**src/rtl/store_merge_ctrl_pkg.sv**
```systemverilog
// Shared encodings for the store merge controller: access sizes, FSM states
// and the alignment rule that decides whether a store is rejected.
package store_merge_ctrl_pkg;

    localparam logic [1:0] SZ_BYTE = 2'b00;
    localparam logic [1:0] SZ_HALF = 2'b01;
    localparam logic [1:0] SZ_WORD = 2'b10;
    localparam logic [1:0] SZ_ILL  = 2'b11;

    typedef enum logic [2:0] {
        IDLE  = 3'd0,
        READ  = 3'd1,
        MERGE = 3'd2,
        WRITE = 3'd3,
        ERR   = 3'd4
    } state_t;

    // True for stores the memory path cannot perform: size 11, odd half, unaligned word.
    function automatic logic misaligned(input logic [1:0] size, input logic [1:0] off);
        return (size == SZ_ILL) ||
               ((size == SZ_HALF) && off[0]) ||
               ((size == SZ_WORD) && (off != 2'b00));
    endfunction

endpackage

```
**src/rtl/store_merge_ctrl_lane.sv**
```systemverilog
// Little-endian lane insertion: drops right-aligned store data into the
// addressed byte/half lanes of an existing word, leaving other bytes intact.
module byte_lane_merge
    import store_merge_ctrl_pkg::*;
(
    input  logic [31:0] old_word,
    input  logic [31:0] new_data,
    input  logic [1:0]  size,
    input  logic [1:0]  off,
    output logic [31:0] merged
);

    always_comb begin
        merged = old_word;
        case (size)
            SZ_BYTE: begin
                case (off)
                    2'd0:    merged[7:0]   = new_data[7:0];
                    2'd1:    merged[15:8]  = new_data[7:0];
                    2'd2:    merged[23:16] = new_data[7:0];
                    default: merged[31:24] = new_data[7:0];
                endcase
            end
            SZ_HALF: begin
                if (off[1]) merged[31:16] = new_data[15:0];
                else        merged[15:0]  = new_data[15:0];
            end
            SZ_WORD: merged = new_data;
            default: merged = old_word;
        endcase
    end

endmodule

```
**src/rtl/store_merge_ctrl.sv**
```systemverilog
// Store path into a word-wide memory without byte enables: word stores write
// directly, byte/half stores read the word, merge the lanes and write it back.
module store_merge_ctrl
    import store_merge_ctrl_pkg::*;
#(
    parameter int ADDR_W = 10
) (
    input  logic              clk,
    input  logic              reset_n,
    input  logic              req_valid,
    output logic              req_ready,
    input  logic [31:0]       req_addr,
    input  logic [31:0]       req_wdata,
    input  logic [1:0]        req_size,
    output logic [ADDR_W-1:0] mem_addr,
    output logic              mem_rd_en,
    input  logic [31:0]       mem_rdata,
    output logic              mem_wr_en,
    output logic [31:0]       mem_wdata,
    output logic              done,
    output logic              err
);

    state_t      state;
    logic [1:0]  off_q;
    logic [1:0]  size_q;
    logic [31:0] wdata_q;
    logic [31:0] merged;
    logic        accept;

    // Upper address bits are outside the memory and deliberately ignored.
    logic unused_addr_hi;
    assign unused_addr_hi = ^req_addr[31:ADDR_W+2];

    assign accept = req_valid && req_ready;

    byte_lane_merge u_lane_merge (
        .old_word (mem_rdata),
        .new_data (wdata_q),
        .size     (size_q),
        .off      (off_q),
        .merged   (merged)
    );

    // Outputs are registered alongside the state so each one reflects the state being entered.
    always_ff @(posedge clk or negedge reset_n) begin
        if (!reset_n) begin
            state     <= IDLE;
            req_ready <= 1'b1;
            mem_addr  <= '0;
            mem_rd_en <= 1'b0;
            mem_wr_en <= 1'b0;
            mem_wdata <= '0;
            done      <= 1'b0;
            err       <= 1'b0;
            off_q     <= '0;
            size_q    <= '0;
            wdata_q   <= '0;
        end else begin
            mem_rd_en <= 1'b0;
            mem_wr_en <= 1'b0;
            done      <= 1'b0;
            err       <= 1'b0;
            case (state)
                IDLE: begin
                    if (accept) begin
                        off_q     <= req_addr[1:0];
                        size_q    <= req_size;
                        wdata_q   <= req_wdata;
                        req_ready <= 1'b0;
                        if (misaligned(req_size, req_addr[1:0])) begin
                            state <= ERR;
                            err   <= 1'b1;
                        end else if (req_size == SZ_WORD) begin
                            state     <= WRITE;
                            mem_addr  <= req_addr[ADDR_W+1:2];
                            mem_wr_en <= 1'b1;
                            mem_wdata <= req_wdata;
                            done      <= 1'b1;
                        end else begin
                            state     <= READ;
                            mem_addr  <= req_addr[ADDR_W+1:2];
                            mem_rd_en <= 1'b1;
                        end
                    end
                end
                READ: begin
                    state <= MERGE;
                end
                MERGE: begin
                    // mem_rdata carries the word read in READ during this cycle.
                    state     <= WRITE;
                    mem_wr_en <= 1'b1;
                    mem_wdata <= merged;
                    done      <= 1'b1;
                end
                WRITE: begin
                    state     <= IDLE;
                    req_ready <= 1'b1;
                    mem_addr  <= '0;
                    mem_wdata <= '0;
                end
                ERR: begin
                    state     <= IDLE;
                    req_ready <= 1'b1;
                end
                default: begin
                    state     <= IDLE;
                    req_ready <= 1'b1;
                    mem_addr  <= '0;
                    mem_wdata <= '0;
                end
            endcase
        end
    end

endmodule

```
**config.mk**
```make
export PLATFORM = sky130hd
export DESIGN_NAME = store_merge_ctrl
export DESIGN_NICKNAME = d
export VERILOG_FILES = /design/src/rtl/store_merge_ctrl_pkg.sv /design/src/rtl/store_merge_ctrl_lane.sv /design/src/rtl/store_merge_ctrl.sv
export SDC_FILE = /design/constraint.sdc
export NUM_CORES = 1
export LEC_CHECK = 0
export CAP_MARGIN = 0
export CORE_ASPECT_RATIO = 1.1
export CORE_MARGIN = 2
export CORE_UTILIZATION = 35
export DETAILED_ROUTE_END_ITERATION = 8
export PLACE_DENSITY = 0.62
export SYNTH_ARGS = -nofsm -noshare
export SYNTH_HDL_FRONTEND = slang
export SYNTH_SLANG_ARGS = --single-unit
```
**constraint.sdc**
```tcl
create_clock -name clk -period 1.8 [get_ports clk]
set_clock_uncertainty 0.1 [all_clocks]
set_input_delay 0.54 -clock clk [delete_from_list [all_inputs] [get_ports clk]]
set_output_delay 0.54 -clock clk [all_outputs]
set_load 0.02 [all_outputs]
```
## Word level (Yosys, flattened, before mapping)

Cells that the tools add are included.

| word-level totals | value |
|---|---|
| flip-flop bits (word level) | 85 |
| output and inout bits | 47 |
| logic and storage cells | 74 |

| cells by class | value |
|---|---|
| equality and inequality tests | 13 |
| mux-type cells | 31 |
| bitwise operators | 3 |
| reduce and logical (&&, ||, !) cells | 17 |

Operators with widths:

| kind | number |
|---|---|
| 32-bit case mux with 3 select lines | 2 |
| 32-bit 2-to-1 mux | 3 |
| 16-bit 2-to-1 mux | 2 |
| 8-bit 2-to-1 mux | 4 |
| 10-bit 2-to-1 mux | 2 |
| 10-bit case mux with 2 select lines | 1 |
| 1-bit 2-to-1 mux | 11 |
| 3-bit case mux with 3 select lines | 1 |
| 2-bit equality test, second input constant | 4 |
| 2-bit by 1-bit equality test with 1-bit output, second input constant | 3 |
| 3-bit 2-to-1 mux | 2 |
| 2-bit != test, second input constant | 3 |
| 3-bit OR reduction | 2 |
| 2-bit logical NOT | 2 |
| 1-bit case mux with 2 select lines | 2 |
| 2-bit AND reduction | 2 |
| 4-bit AND reduction | 1 |
| 2-bit OR reduction | 2 |
| 3-bit by 1-bit equality test with 1-bit output, second input constant | 1 |
| 3-bit by 2-bit equality test with 1-bit output, second input constant | 1 |
| 3-bit equality test, second input constant | 1 |
| 1-bit logical AND | 3 |
| 3-bit logical NOT | 1 |
| 1-bit NOT | 3 |
| other kinds (4) | 5 |

## Longest topological paths before layout

| depth | value |
|---|---|
| word-level depth | 7 |
| depth in mapped cells | 7 |
| gate-level depth less buffers | 4 |

## Hierarchy

A second synthesis with hierarchy kept.

| unflattened totals | value |
|---|---|
| cells, all modules | 413 |
| area, all modules | 4802.1 µm² |

Modules (own cells, without submodules):

| module | instances | cells each | area an instance (µm²) | seq. area each (µm²) |
|---|---|---|---|---|
| store_merge_ctrl | 1 | 286 | 3808.7 | 2128.3 |
| byte_lane_merge | 1 | 127 | 993.5 | 0.0 |

## Worst setup path before layout

OpenSTA, ideal clock, no wires.

| path | value |
|---|---|
| path kind | input -> register |
| start point | input req_size[0] |
| end point | register mem_wdata[31] |
| library setup time | 126 ps |
| arrival time | 1885 ps |
| data required time | 1574 ps |
| setup slack | -311 ps |
| stages on the path | 4 |
| path buffers | 1 |
| cells stage by stage | or4b_4 -> o41a_1 -> buf_6 -> a221o_1 |

| between the ends | value |
|---|---|
| longest elaborated chain between the ends | 6 |
| elaborated cells on any way between the ends | 10 |
| those cells by class | eq/ne (5); reduce/logical (5) |

RTL lines:

| element | RTL line | text |
|---|---|---|
| start: declaration | store_merge_ctrl.sv:14 | `input logic [1:0] req_size,` |
| 2-bit by 1-bit equality test with 1-bit output | store_merge_ctrl_pkg.sv:21 | `((size == SZ_HALF) && off[0]) \|\|` |
| 1-bit logical AND | store_merge_ctrl_pkg.sv:21 |  |
| 1-bit logical OR | store_merge_ctrl_pkg.sv:20 | `return (size == SZ_ILL) \|\|` |
| 1-bit logical OR | store_merge_ctrl_pkg.sv:21 |  |
| 2-bit != test (no source line) | n/a |  |
| 4-bit AND reduction (no source line) * | n/a |  |
| end signal: assignment | store_merge_ctrl.sv:78 | `mem_wdata <= req_wdata;` |
| end signal: assignment | store_merge_ctrl.sv:94 | `mem_wdata <= merged;` |
| end: declaration | store_merge_ctrl.sv:19 | `output logic [31:0] mem_wdata,` |

Mark *: on every way between the ends. The rest lies on a longest branch, timed or not.
A chain may end at the register's enable or synchronous reset.

## Worst setup path in the final report

| path | value |
|---|---|
| start point | input req_size[0] |
| end point | register mem_wdata[29] |

Same word-level chain as after synthesis.

==> reports/qor.csv <==
stage,metric,value,unit
global_route,first-pass GRT wire length,22500,microns
drt,Vias/cell,5.44,
logic_synthesis,number of synthesized flops with an enable pin,0,
timing,period utilisation layout,110,%
place,hpwl dp,10300,microns
logic_synthesis,Cell variety after synth,45,
drt,DR pass1 iterations,5,
final_layout,Syn-to-layout area delta,48.7,%
critical_path,Critical Path Fanout Max,4,
floorplan,starting density of the core,35.9,%
clocking,number of buffers created by CTS,9,
drt,metal2 WL,6640,microns
final_layout,Layout Nets,740,
job,maxcap violations,0,
drt,initial detailed-routing violation count,261,
critical_path,critical path type,in -> reg,
timing,"Slew Viols, Final",0,
place,routability-driven placement congestion ratio,0.871,
drt,post-route ant nets,0,
logic_synthesis,synthesis warning total,0,
timing,Final Hold Fails,0,
floorplan,FP Rows,43,
final_layout,final instance area,6730,sq um
logic_synthesis,Post-synth ARST share,100,%
drt,Vias,4355,
power_and_ir_drop,combinational share of power,8.3,%
clocking,Skew-Pair Late Insertion Delay,340,ps
logic_synthesis,mapped cell area,4520,sq um
drt,DR WL/cell,17.8,microns
clocking,H-tree levels,3,
floorplan,Die ar.,13800,sq um
final_layout,Finished Layout Cells,801,
power_and_ir_drop,clock share of power,47.5,%
final_layout,register area,2130,sq um
place,dpl ws,-889,ps
timing,fmax,0.504,GHz
power_and_ir_drop,Leakage,3.17,nW
final_layout,area taken by multi-input logic gates,2300,sq um
critical_path,required time worst endpoint,1930,ps
drt,top sig layer,met4,
place,Placement Cell Area,6280,sq um
clocking,root buf cell,clkbuf_16,
final_layout,Layout fillers,1159,
floorplan,I/O pin cnt,148,
critical_path,CP Launch Type,primary input,
min_path,Hold Crit Class,reg -> reg,
place,PortBufs,127,
final_layout,ant diodes,0,
logic_synthesis,post-synthesis sequential area ratio,47.1,%
logic_synthesis,syn avg cell area,9.33,sq um
final_layout,layout cells sized above 1,18.6,%
final_layout,fin util,53.4,%
place,Placed Cells incl. Taps,780,
critical_path,Worst EP arrival,2110,ps
run_status,status,"finished, violations left",
clocking,CTS Buffer Depth,2,
power_and_ir_drop,register share of total power,44.2,%
clocking,clock sink count,85,
timing,slew of the pin with the lowest slew margin,455,ps
clocking,CTS tree,built,
timing,Slew Limit Headroom,69.6,%
global_route,gr ovfl total,0,
power_and_ir_drop,Internal Pwr Total,0.00340,W
global_route,vias in the first global route,4366,
floorplan,Core Footprint,12600,sq um
critical_path,internal reg-to-reg setup slack,-40,ps
timing,Final setup viols,32,
drt,WL met1,6290,microns
global_route,pin count of the biggest net entering global routing,35,
timing,post-route minimum period,1980,ps
power_and_ir_drop,PD cells,644,nW/um^2
logic_synthesis,Gate Count Post-Synth,485,
power_and_ir_drop,Worst VDD drop,0.441,mV
logic_synthesis,ys flop type,dfrtp_1,
timing,RSZ-0062 raised after global routing,yes,
drt,final WL,14300,microns
logic_synthesis,Mapped Nets,586,
timing,Final WS setup,-184,ps
logic_synthesis,"FF+latch count, synth",85,
floorplan,Die W,112,microns
timing,Fin Setup TNS,-4210,ps
drt,# DRC,0,
power_and_ir_drop,Sw Share,21.4,%
power_and_ir_drop,net switching power,0.000928,W
floorplan,Die H,123,microns
global_route,Tot GR Track Use,20.7,%
global_route,antenna violations before repair,0,
drt,met3 wire len,1080,microns
run_status,failing checks,negative setup slack,
clocking,Worst-path clk slew,70,ps
critical_path,crit end category,register,
flip-flops by register name (all words and copies together) (netlist names):
register / count
off_q: 2
err: 1
wdata_q: 32
mem_addr: 10
done: 1
req_ready: 1
size_q: 2
mem_wdata: 32
mem_rd_en: 1
state: 3
cells in the mapped netlist, drive strengths merged (2+ instances only):
cell type / instances / area (sq um)
o32ai: 8 / 70.1
nand2: 123 / 462
nand3: 2 / 10.0
inv: 10 / 37.5
a22o: 6 / 52.6
nor2b: 18 / 113
o22ai: 8 / 50.1
nand3b: 8 / 60.1
or2: 9 / 56.3
o21ai: 27 / 135
mux2i: 34 / 340
mux2: 8 / 90.1
clkbuf: 24 / 90.1
nor2: 10 / 40.0
a221o: 8 / 80.1
a21boi: 2 / 15.0
a222oi: 7 / 70.1
nor3: 4 / 25.0
a22oi: 24 / 180
dfrtp: 84 / 2100
a211oi: 8 / 60.1
buf: 16 / 85.1
a32o: 7 / 70.1
a21o: 2 / 15.0
nand2b: 4 / 25.0
a21oi: 11 / 55.1
metal layers:
metal  up-vias  global-route usage, %
li1       2051                      -
met1      2115                   27.3
met2       165                   33.4
met3        24                   5.54
met4         0                   6.94
met5         -                      0
cell families (layout without fill, tap and decap cells):
kind of cell             after synthesis  after routing  share of synthesized area (%)
AO/OA/AOI/OAI                        126            126                           20.4
adder cells (fa/ha/maj)                1              1                          0.221
buffers and inverters                 50            209                           4.70
flip-flops                            85             85                           47.1
multiplexers                          42             42                           9.52
AND/OR/NAND/NOR                      181            181                           18.1
metrics by stage:
stage	power [W]	hold WS, ps
6_report	0.00433	374
5_1_grt	0.00448	401
4_1_cts	0.00437	378
3_5_place_dp	0.00230	357
3_3_place_gp	0.00230	355
2_1_floorplan	0.00200	144
layout make-up:
type / count / area share, %
inverters: 10 / 0.558
clock inverters: 6 / 1.40
multi-input cells: 350 / 34.2
flip-flops and latches: 85 / 31.7
repair buffers: 183 / 25.7
well taps: 157 / 2.92
clock buffers: 10 / 3.55
power by group through the flow:
stage,clock [W],combinational [W],sequential (W)
CTS,0.00210,0.000357,0.00191
finish,0.00206,0.000360,0.00191
global route,0.00218,0.000385,0.00191
floorplan,0,0.0000549,0.00195
global placement,0,0.000351,0.00195
detailed placement,0,0.000353,0.00195
path summary, 6_finish.rpt:
check,startpoint,endpoint,cells after the start
min in group asynchronous,reset_n,mem_wdata[26],2
max in group asynchronous,reset_n,wdata_q[18],3
max,req_size[0],mem_wdata[29],5
min,wdata_q[23],wdata_q[23],2
max reg2reg,state[0],mem_wdata[25],4
min reg2reg,wdata_q[23],wdata_q[23],2
critical path, cell delays in order:
cell,delay (ps)
buf_6,90
or4b_4,550
o41a_4,450
buf_16,170
a221o_1,300
cells in the final DEF, fill, tap and decap left out, drive strengths merged, types with 11 or more instances in the layout:
cell             n
a22oi           24
mux2i           34
clkdlybuf4s50   74
o21ai           27
buf             61
a21oi           11
nor2b           18
inv             12
dfrtp           84
nand2          123
dlygate4sd2     46
timing repair:
item,CTS,global route
gates cloned,2,1
gates resized for setup,88,33
endpoints found under the hold margin,16,0
setup buffers,1,1
endpoints found under the setup margin,86,69
hold buffers,1,0
pin swaps,12,4
(Power assumes the default switching activity.)
